$ cat src/rtl/ram_arb_pkg.sv
// Shared types and defaults for the RAM port-0 arbiter and its rotating-priority core.
package ram_arb_pkg;

    localparam int DEF_NUM_REQ    = 4;
    localparam int DEF_ADDR_WIDTH = 8;
    localparam int DEF_DATA_WIDTH = 32;
    localparam int DEF_NUM_WMASK  = 4;
    localparam int DEF_RD_LATENCY = 1;

    // Record layouts at the default configuration.
    typedef struct packed {
        logic                      we;
        logic [DEF_NUM_WMASK-1:0]  wmask;
        logic [DEF_ADDR_WIDTH-1:0] addr;
        logic [DEF_DATA_WIDTH-1:0] wdata;
    } ram_cmd_t;

    typedef struct packed {
        logic                   valid;
        logic [DEF_NUM_REQ-1:0] id;
    } rsp_tag_t;

    function automatic int wrap_inc(input int i, input int n);
        return (i + 1 >= n) ? 0 : i + 1;
    endfunction

endpackage

$ cat src/rtl/rr_arbiter.sv
// Rotating-priority one-hot arbiter: the search starts at ptr, and ptr moves past each winner.
module rr_arbiter
    import ram_arb_pkg::*;
#(
    parameter  int N  = DEF_NUM_REQ,
    localparam int PW = (N > 1) ? $clog2(N) : 1
) (
    input  logic          clk,
    input  logic          rst_n,
    input  logic          en,
    input  logic [N-1:0]  req,
    output logic [N-1:0]  gnt,
    output logic [PW-1:0] gnt_idx
);

    logic [PW-1:0] ptr_q, ptr_d;
    logic [PW:0]   scan_sum;
    logic [PW-1:0] scan_sel;

    // Scan from farthest to nearest so the requester closest to ptr is written last and wins.
    always_comb begin
        gnt      = '0;
        gnt_idx  = '0;
        scan_sum = '0;
        scan_sel = '0;
        if (en) begin
            for (int k = N - 1; k >= 0; k--) begin
                scan_sum = {1'b0, ptr_q} + (PW+1)'(k);
                if (scan_sum >= (PW+1)'(N)) begin
                    scan_sum = scan_sum - (PW+1)'(N);
                end
                scan_sel = scan_sum[PW-1:0];
                if (req[scan_sel]) begin
                    gnt           = '0;
                    gnt[scan_sel] = 1'b1;
                    gnt_idx       = scan_sel;
                end
            end
        end
    end

    always_comb begin
        ptr_d = ptr_q;
        if (|gnt) begin
            ptr_d = PW'(wrap_inc(int'(gnt_idx), N));
        end
    end

    always_ff @(posedge clk or negedge rst_n) begin
        if (!rst_n) begin
            ptr_q <= '0;
        end else begin
            ptr_q <= ptr_d;
        end
    end

endmodule

$ cat src/rtl/ram_port0_arbiter.sv
// Shares SRAM port 0 between NUM_REQ requesters: registered command issue, and read data
// steered back to its issuer through a tag pipeline aligned with the RAM read latency.
module ram_port0_arbiter
    import ram_arb_pkg::*;
#(
    parameter  int NUM_REQ    = DEF_NUM_REQ,
    parameter  int ADDR_WIDTH = DEF_ADDR_WIDTH,
    parameter  int DATA_WIDTH = DEF_DATA_WIDTH,
    parameter  int NUM_WMASK  = DEF_NUM_WMASK,
    parameter  int RD_LATENCY = DEF_RD_LATENCY,
    localparam int PW         = (NUM_REQ > 1) ? $clog2(NUM_REQ) : 1
) (
    input  logic                            clk0,
    input  logic                            rst_n,
    input  logic                            en,
    input  logic [NUM_REQ-1:0]              req_valid,
    output logic [NUM_REQ-1:0]              req_ready,
    input  logic [NUM_REQ-1:0]              req_we,
    input  logic [NUM_REQ*NUM_WMASK-1:0]    req_wmask,
    input  logic [NUM_REQ*ADDR_WIDTH-1:0]   req_addr,
    input  logic [NUM_REQ*DATA_WIDTH-1:0]   req_wdata,
    output logic [NUM_REQ-1:0]              rsp_valid,
    output logic [DATA_WIDTH-1:0]           rsp_rdata,
    output logic                            busy,
    output logic                            cs0,
    output logic                            we0,
    output logic [NUM_WMASK-1:0]            wmask0,
    output logic [ADDR_WIDTH-1:0]           addr0,
    output logic [DATA_WIDTH-1:0]           din0,
    input  logic [DATA_WIDTH-1:0]           dout0
);

    logic [NUM_REQ-1:0] gnt;
    logic [PW-1:0]      gnt_idx;
    logic               granted;
    logic               rd_push;

    logic                  cs0_q, cs0_d;
    logic                  we0_q, we0_d;
    logic [NUM_WMASK-1:0]  wmask0_q, wmask0_d;
    logic [ADDR_WIDTH-1:0] addr0_q, addr0_d;
    logic [DATA_WIDTH-1:0] din0_q, din0_d;

    logic [RD_LATENCY:0]              tag_vld_q, tag_vld_d;
    logic [RD_LATENCY:0][NUM_REQ-1:0] tag_id_q, tag_id_d;

    logic [NUM_REQ-1:0]    rsp_valid_q, rsp_valid_d;
    logic [DATA_WIDTH-1:0] rsp_rdata_q, rsp_rdata_d;

    rr_arbiter #(
        .N (NUM_REQ)
    ) u_rr (
        .clk     (clk0),
        .rst_n   (rst_n),
        .en      (en),
        .req     (req_valid),
        .gnt     (gnt),
        .gnt_idx (gnt_idx)
    );

    assign req_ready = gnt;
    assign granted   = |gnt;
    assign rd_push   = granted & ~req_we[gnt_idx];

    // Command register: loads only on a grant, so address/data hold while cs0 is low.
    always_comb begin
        cs0_d    = granted;
        we0_d    = we0_q;
        wmask0_d = wmask0_q;
        addr0_d  = addr0_q;
        din0_d   = din0_q;
        if (granted) begin
            we0_d    = req_we[gnt_idx];
            wmask0_d = req_we[gnt_idx] ? req_wmask[gnt_idx*NUM_WMASK +: NUM_WMASK] : '0;
            addr0_d  = req_addr[gnt_idx*ADDR_WIDTH +: ADDR_WIDTH];
            din0_d   = req_wdata[gnt_idx*DATA_WIDTH +: DATA_WIDTH];
        end
    end

    // Stage 0 lines up with cs0; the tail lines up with valid dout0.
    always_comb begin
        tag_vld_d    = '0;
        tag_id_d     = '0;
        tag_vld_d[0] = rd_push;
        tag_id_d[0]  = rd_push ? gnt : '0;
        for (int s = 1; s <= RD_LATENCY; s++) begin
            tag_vld_d[s] = tag_vld_q[s-1];
            tag_id_d[s]  = tag_id_q[s-1];
        end
    end

    always_comb begin
        rsp_valid_d = tag_id_q[RD_LATENCY];
        rsp_rdata_d = tag_vld_q[RD_LATENCY] ? dout0 : rsp_rdata_q;
    end

    always_ff @(posedge clk0 or negedge rst_n) begin
        if (!rst_n) begin
            cs0_q       <= 1'b0;
            we0_q       <= 1'b0;
            wmask0_q    <= '0;
            addr0_q     <= '0;
            din0_q      <= '0;
            tag_vld_q   <= '0;
            tag_id_q    <= '0;
            rsp_valid_q <= '0;
            rsp_rdata_q <= '0;
        end else begin
            cs0_q       <= cs0_d;
            we0_q       <= we0_d;
            wmask0_q    <= wmask0_d;
            addr0_q     <= addr0_d;
            din0_q      <= din0_d;
            tag_vld_q   <= tag_vld_d;
            tag_id_q    <= tag_id_d;
            rsp_valid_q <= rsp_valid_d;
            rsp_rdata_q <= rsp_rdata_d;
        end
    end

    assign cs0       = cs0_q;
    assign we0       = we0_q;
    assign wmask0    = wmask0_q;
    assign addr0     = addr0_q;
    assign din0      = din0_q;
    assign rsp_valid = rsp_valid_q;
    assign rsp_rdata = rsp_rdata_q;
    assign busy      = |tag_vld_q;

endmodule

$ cat config.mk
export PLATFORM = sky130hd
export DESIGN_NAME = ram_port0_arbiter
export DESIGN_NICKNAME = d
export VERILOG_FILES = /design/src/rtl/ram_arb_pkg.sv /design/src/rtl/rr_arbiter.sv /design/src/rtl/ram_port0_arbiter.sv
export SDC_FILE = /design/constraint.sdc
export NUM_CORES = 1
export LEC_CHECK = 0
export ABC_AREA = 1
export CAP_MARGIN = 10
export CORE_MARGIN = 2
export CORE_UTILIZATION = 30
export CTS_BUF_LIST = sky130_fd_sc_hd__clkbuf_4 sky130_fd_sc_hd__clkbuf_8 sky130_fd_sc_hd__clkbuf_16
export DETAILED_ROUTE_END_ITERATION = 6
export GPL_TIMING_DRIVEN = 0
export PLACE_DENSITY = 0.72
export SKIP_CTS_REPAIR_TIMING = 1
export SYNTH_ARGS = -nofsm -noshare
export SYNTH_HDL_FRONTEND = slang
export SYNTH_HIERARCHICAL = 1
export SYNTH_SLANG_ARGS = --single-unit
$ cat constraint.sdc
create_clock -name clk0 -period 3.8 [get_ports clk0]
set_clock_uncertainty 0.2 [all_clocks]
set_input_delay 0.57 -clock clk0 [delete_from_list [all_inputs] [get_ports clk0]]
set_output_delay 0.57 -clock clk0 [all_outputs]
set_load 0.005 [all_outputs]
==> results.toml, run 1 <==
[logic_synthesis]
yosysSeqAreaShare = 0.420
yosys_warnings = 6
syn_nets = 997
synth_cells = 770
syn_avg_cell_area_um2 = 7.27
synth_area_leaders = "dfrtp_1 42%, nand2_1 12%, nor2_1 12%"
synth_area_leader_cell = "dfrtp_1"
synth_top_area_share = 0.420
netlist_area_um2 = 5600
synth_cell_types = 27
synth_seq_cells = 94

[final_layout]
antenna_cells = 0
instances_no_fill = 1322
layout_commonest_cell = "clkdlybuf4s50_1"
fin_nets = 1315
seqCellArea_um2 = 2350
multi_input_area_um2 = 2780
nFillCells = 1760
syn_to_final_growth_pct = 65.9
layout_common_cells = "304 x clkdlybuf4s50_1, 186 x nand2_1, 181 x nor2_1, 93 x dfrtp_1, 68 x nand3_1"
drive_above_1_share = 0.102

[critical_path]
max_stage_delay_ns = 0.53
crit_required_ns = 3.03
slowest_stage = "clkdlybuf4s50_1"
crit_arrival_ns = 2.80
cp_cell_sequence = "buf_6 -> inv_6 -> ha_1 -> inv_1 -> nand3_2 -> nand2_2 -> buf_6 -> nor2_1 -> nand2_1 -> nand3_1 -> nand2_1 -> inv_1 -> clkdlybuf4s50_1"
end_kind = "output pin"
cp_top_family = "buffers and inverters"
reg2reg_depth = 20
critPathLaunchType = "flip-flop"
cp_num_cells = 13
path_max_fanout = 10
critPathKind = "reg2out"
path_buf_inv = 6

[floorplanning]
die-area_um2 = 19800
fp.dieH_um = 141
num_rows = 49
start_util = 0.308
fp.dieW_um = 141
core_area_um2 = 18100
pin_count = 306

[global_routing]
grt_pass1_vias = 5974
grt_use_met1 = 0.239
grt_util_met3 = 0.0479
grt_overflow = 0
grt_usage = 0.204
global_route.usage.met2 = 0.363
grt_pass1_wl_mm = 31.2
antenna_found_initial = 0
grt_max_degree = 63
gr-max-usage-layer = "met2"

[power_and_ir_drop]
power_leakage_uw = 0.00435
ir_drop_mv = 0.295
power.total_uw = 7690
p_per_area_nw_per_um2 = 828

[drt]
drt_iter0_markers = 288
drc = 0
vias = 6258
ant_nets = 0
drt_first_pass_iters = 4
avgViaCountPerCell = 4.73
wirelength_mm = 20.8
avgRoutedWirePerCell_um = 15.7

[cts]
cts_sinks = 94
h-tree-depth = 3
cts_tree = "built"
cts_root_buffer = "clkbuf_16"
cts_buffers = 9
max-clock-path-buffers = 2
clk_pin_slew_ns = 0.08
insertion_delay_ns = 0.35

[place]
dp_hpwl_mm = 16.4
gp_congestion = 0.909
post-place-ws_ns = 0.497
dp.cells = 1305
port_buffers = 305

[sta]
setup_slack_ns = 0.228
final.setup.tns_ns = 0
max_slew.worst_pin.slew_ns = 0.494
fin_worst_hold_slack_ns = 0.148
setup_viol = 0
fin_crit_sh = 0.940
rsz0062_at_grt = "no"
max_freq_mhz = 280
relSlewSlack = 0.670
fin_crit_ns = 3.57
slew_violations = 0
hold_violations = 0

[status]
status = "completed"

[hold_path]
whs_path_depth = 0
hold_path.class = "reg2reg"

[run]
cap_violations = 0
[state kept, by name (all words and copies together), names as in the netlist]
signal	count
rsp_rdata	32
cs0	1
tag_id_d	4
rsp_valid_d	4
we0	1
din0	32
addr0	8
rsp_valid	4
u_rr/ptr_q	2
tag_vld_q	2
wmask0	4
[power by group]
| group | internal (µW) | switching (µW) | leakage (µW) |
|---|---|---|---|
| logic | 2260 | 2720 | 0.00305 |
| clock network | 473 | 460 | 0.000151 |
| registers | 1520 | 253 | 0.00115 |
| total | 4260 | 3430 | 0.00435 |
[cells in the mapped netlist]
master and instances:
a21oi_2 1, nand2_2 7, buf_6 7, or2_2 1, clkbuf_2 2, nor2_4 2, nor2_1 181, clkbuf_1 14
inv_2 7, o21ai_0 51, a21oi_1 4, nand3_2 4, nand2_4 2, inv_1 38, inv_4 1, a21boi_0 1
buf_4 8, inv_6 1, o21ai_1 31, nand2b_1 1, nand3_1 68, nand2_1 186, dfrtp_1 94, nor2_2 2
mux2_2 32, buf_2 16, ha_1 8
[stage by stage]
| step | cell area [µm²] | utilization |
|---|---|---|
| CTS | 9270 | 0.511 |
| global route | 9280 | 0.512 |
| floorplan | 5600 | - |
| finish | 9280 | 0.512 |
| detailed placement | 8960 | 0.494 |
| global placement | 8940 | 0.492 |
[worst paths after layout]
check	startpoint	to	slack, ns
worst min-delay path	tag_id_d[4]	rsp_valid_d[0]	0.15
worst max register to register	u_rr/ptr_q[0]	din0[3]	0.66
worst max-delay path	u_rr/ptr_q[0]	req_ready[2]	0.23
min in group asynchronous	rst_n	addr0[4]	0.52
max in group asynchronous	rst_n	din0[29]	2.21
worst min register to register	tag_id_d[4]	rsp_valid_d[0]	0.15
[layer usage]
metal  routed length [µm]  up-vias
met2                10200      300
met5                    0        -
li1                     -     3071
met4                  641        0
met1                 8320     2848
met3                 1620       39
[kinds of logic (layout without fill, tap and decap cells)]
logic type	Yosys count	count (layout)	share of synthesized area
adder cells (fa/ha/maj)	8	8	0.0179
buffers and inverters	94	417	0.0832
AO/OA/AOI/OAI	88	88	0.0798
flip-flops	94	94	0.420
AND/OR/NAND/NOR	454	454	0.334
multiplexers	32	32	0.0644
[area by class of cell]
cell class                      count  share of cell area
Timing Repair Buffer              307               0.333
Multi-Input combinational cell    582               0.299
Sequential cell                    94               0.254
Tap cell                          229              0.0309
Buffer                             47              0.0303
Clock buffer                        9              0.0243
Inverter                           47              0.0198
Clock inverter                      7             0.00930
Power figures use the tool's default switching activity.
==> run 2: changes to the inputs <==
--- a/config.mk
+++ b/config.mk
@@ -10,6 +10,7 @@
 export CORE_MARGIN = 2
 export CORE_UTILIZATION = 30
 export CTS_BUF_LIST = sky130_fd_sc_hd__clkbuf_4 sky130_fd_sc_hd__clkbuf_8 sky130_fd_sc_hd__clkbuf_16
+export CTS_CLUSTER_DIAMETER = 200
 export DETAILED_ROUTE_END_ITERATION = 6
 export GPL_TIMING_DRIVEN = 0
 export PLACE_DENSITY = 0.72
==> results of run 2 <==
The final DEF is identical to that of run 1; final timing and power are the same.
==> run 3: changes to the inputs <==
--- a/config.mk
+++ b/config.mk
@@ -15,6 +15,7 @@
 export GPL_TIMING_DRIVEN = 0
 export PLACE_DENSITY = 0.72
 export SKIP_CTS_REPAIR_TIMING = 1
+export SLEW_MARGIN = 20
 export SYNTH_ARGS = -nofsm -noshare
 export SYNTH_HDL_FRONTEND = slang
 export SYNTH_HIERARCHICAL = 1
==> results.toml, run 3 (synthesis gave the netlist of run 1 again) <==
[final_layout]
nFillCells = 1792
antenna_cells = 0
finish.utilization = 0.512
layout_commonest_cell = "clkdlybuf4s50_1"
drive_above_1_share = 0.102
multi_input_area_um2 = 2780
syn_to_final_growth_pct = 66.0
fin_nets = 1315
seqCellArea_um2 = 2350
stdcell_area_um2 = 9290
layout_common_cells = "304 x clkdlybuf4s50_1, 186 x nand2_1, 181 x nor2_1, 93 x dfrtp_1, 68 x nand3_1"

[critical_path]
critPathLaunchType = "flip-flop"
max_stage_delay_ns = 0.53
cp_top_family = "buffers and inverters"
slowest_stage = "clkdlybuf4s50_1"
critPathKind = "reg2out"
crit_arrival_ns = 2.81
end_kind = "output pin"
crit_required_ns = 3.03
path_max_fanout = 10
cp_cell_sequence = "buf_6 -> inv_6 -> ha_1 -> inv_1 -> nand3_2 -> nand2_2 -> buf_6 -> nor2_1 -> nand2_1 -> nand3_1 -> nand2_1 -> inv_1 -> clkdlybuf4s50_1"
path_buf_inv = 6

[floorplanning]
fp.dieW_um = 141
start_util = 0.308
core_area_um2 = 18100
pin_count = 306
die-area_um2 = 19800
fp.dieH_um = 141
num_rows = 49

[power_and_ir_drop]
power.total_uw = 7700
ir_drop_mv = 0.310
p_per_area_nw_per_um2 = 829
power_leakage_uw = 0.00435

[run]
cap_violations = 0

[place]
dpl_cell_area_um2 = 8960
post-place-ws_ns = 0.503
gp_congestion = 0.909
port_buffers = 305
dp_hpwl_mm = 16.4

[drt]
avgViaCountPerCell = 4.70
avgRoutedWirePerCell_um = 15.9
vias = 6217
wirelength_mm = 21.0
drc = 0
drt_iter0_markers = 255
ant_nets = 0
drt_first_pass_iters = 5

[global_routing]
grt_overflow = 0
grt_pass1_wl_mm = 31.3
grt_max_degree = 63
grt_usage = 0.205
antenna_found_initial = 0
grt_pass1_vias = 5962

[sta]
fin_crit_sh = 0.941
hold_violations = 0
max_slew.worst_pin.slew_ns = 0.529
relSlewSlack = 0.647
setup_slack_ns = 0.222
final.setup.tns_ns = 0
slew_violations = 0
rsz0062_at_grt = "no"
setup_viol = 0
max_freq_mhz = 280
fin_crit_ns = 3.58

[cts]
cts_sinks = 94
clk_pin_slew_ns = 0.08
cts_root_buffer = "clkbuf_16"
max-clock-path-buffers = 2
cts_buffers = 9
insertion_delay_ns = 0.35
h-tree-depth = 3
cts_tree = "built"

[hold_path]
hold_path.class = "reg2reg"

[status]
status = "completed"
## run 3: cell counts in the layout (fill, tap and decap cells not counted)
Identical to the previous run, type by type.
## run 3: area by class of cell
type	instances	share of cell area
buffer	47	0.0303
clock buffer	9	0.0242
clock inverter	7	0.00930
inverter	47	0.0198
multi-input combinational	582	0.299
sequential	94	0.253
tap	229	0.0309
timing repair buffer	307	0.333
## run 3: per-stage QoR
step                std cells  hold slack, ns
CTS                      1321          -0.100
floorplan                 770          0.0744
global route             1322           0.156
finish                   1322           0.146
detailed placement       1305           0.135
global placement         1304           0.133
## run 3: worst paths after layout
check	endpoint	slack [ns]	depth (start not counted)	startpoint
max in group asynchronous	din0[29]	2.29	3	rst_n
worst max-delay path	req_ready[2]	0.22	13	u_rr/ptr_q[0]
worst min-delay path	rsp_valid_d[0]	0.15	0	tag_id_d[4]
worst max register to register	din0[3]	0.64	20	u_rr/ptr_q[0]
worst min register to register	rsp_valid_d[0]	0.15	0	tag_id_d[4]
min in group asynchronous	addr0[2]	0.48	2	rst_n
## run 3: metal layers
layer / track usage / wire length [µm] / vias up
met5: 0 / 0 / -
li1: - / - / 3069
met3: 0.0523 / 1630 / 29
met1: 0.234 / 8310 / 2834
met4: 0.0726 / 514 / 0
met2: 0.371 / 10500 / 285
## run 3: where the power goes
group | total (µW) | internal (µW) | switching (µW)
clock network | 938 | 473 | 465
registers | 1770 | 1520 | 253
logic | 4990 | 2260 | 2720
total | 7700 | 4260 | 3440
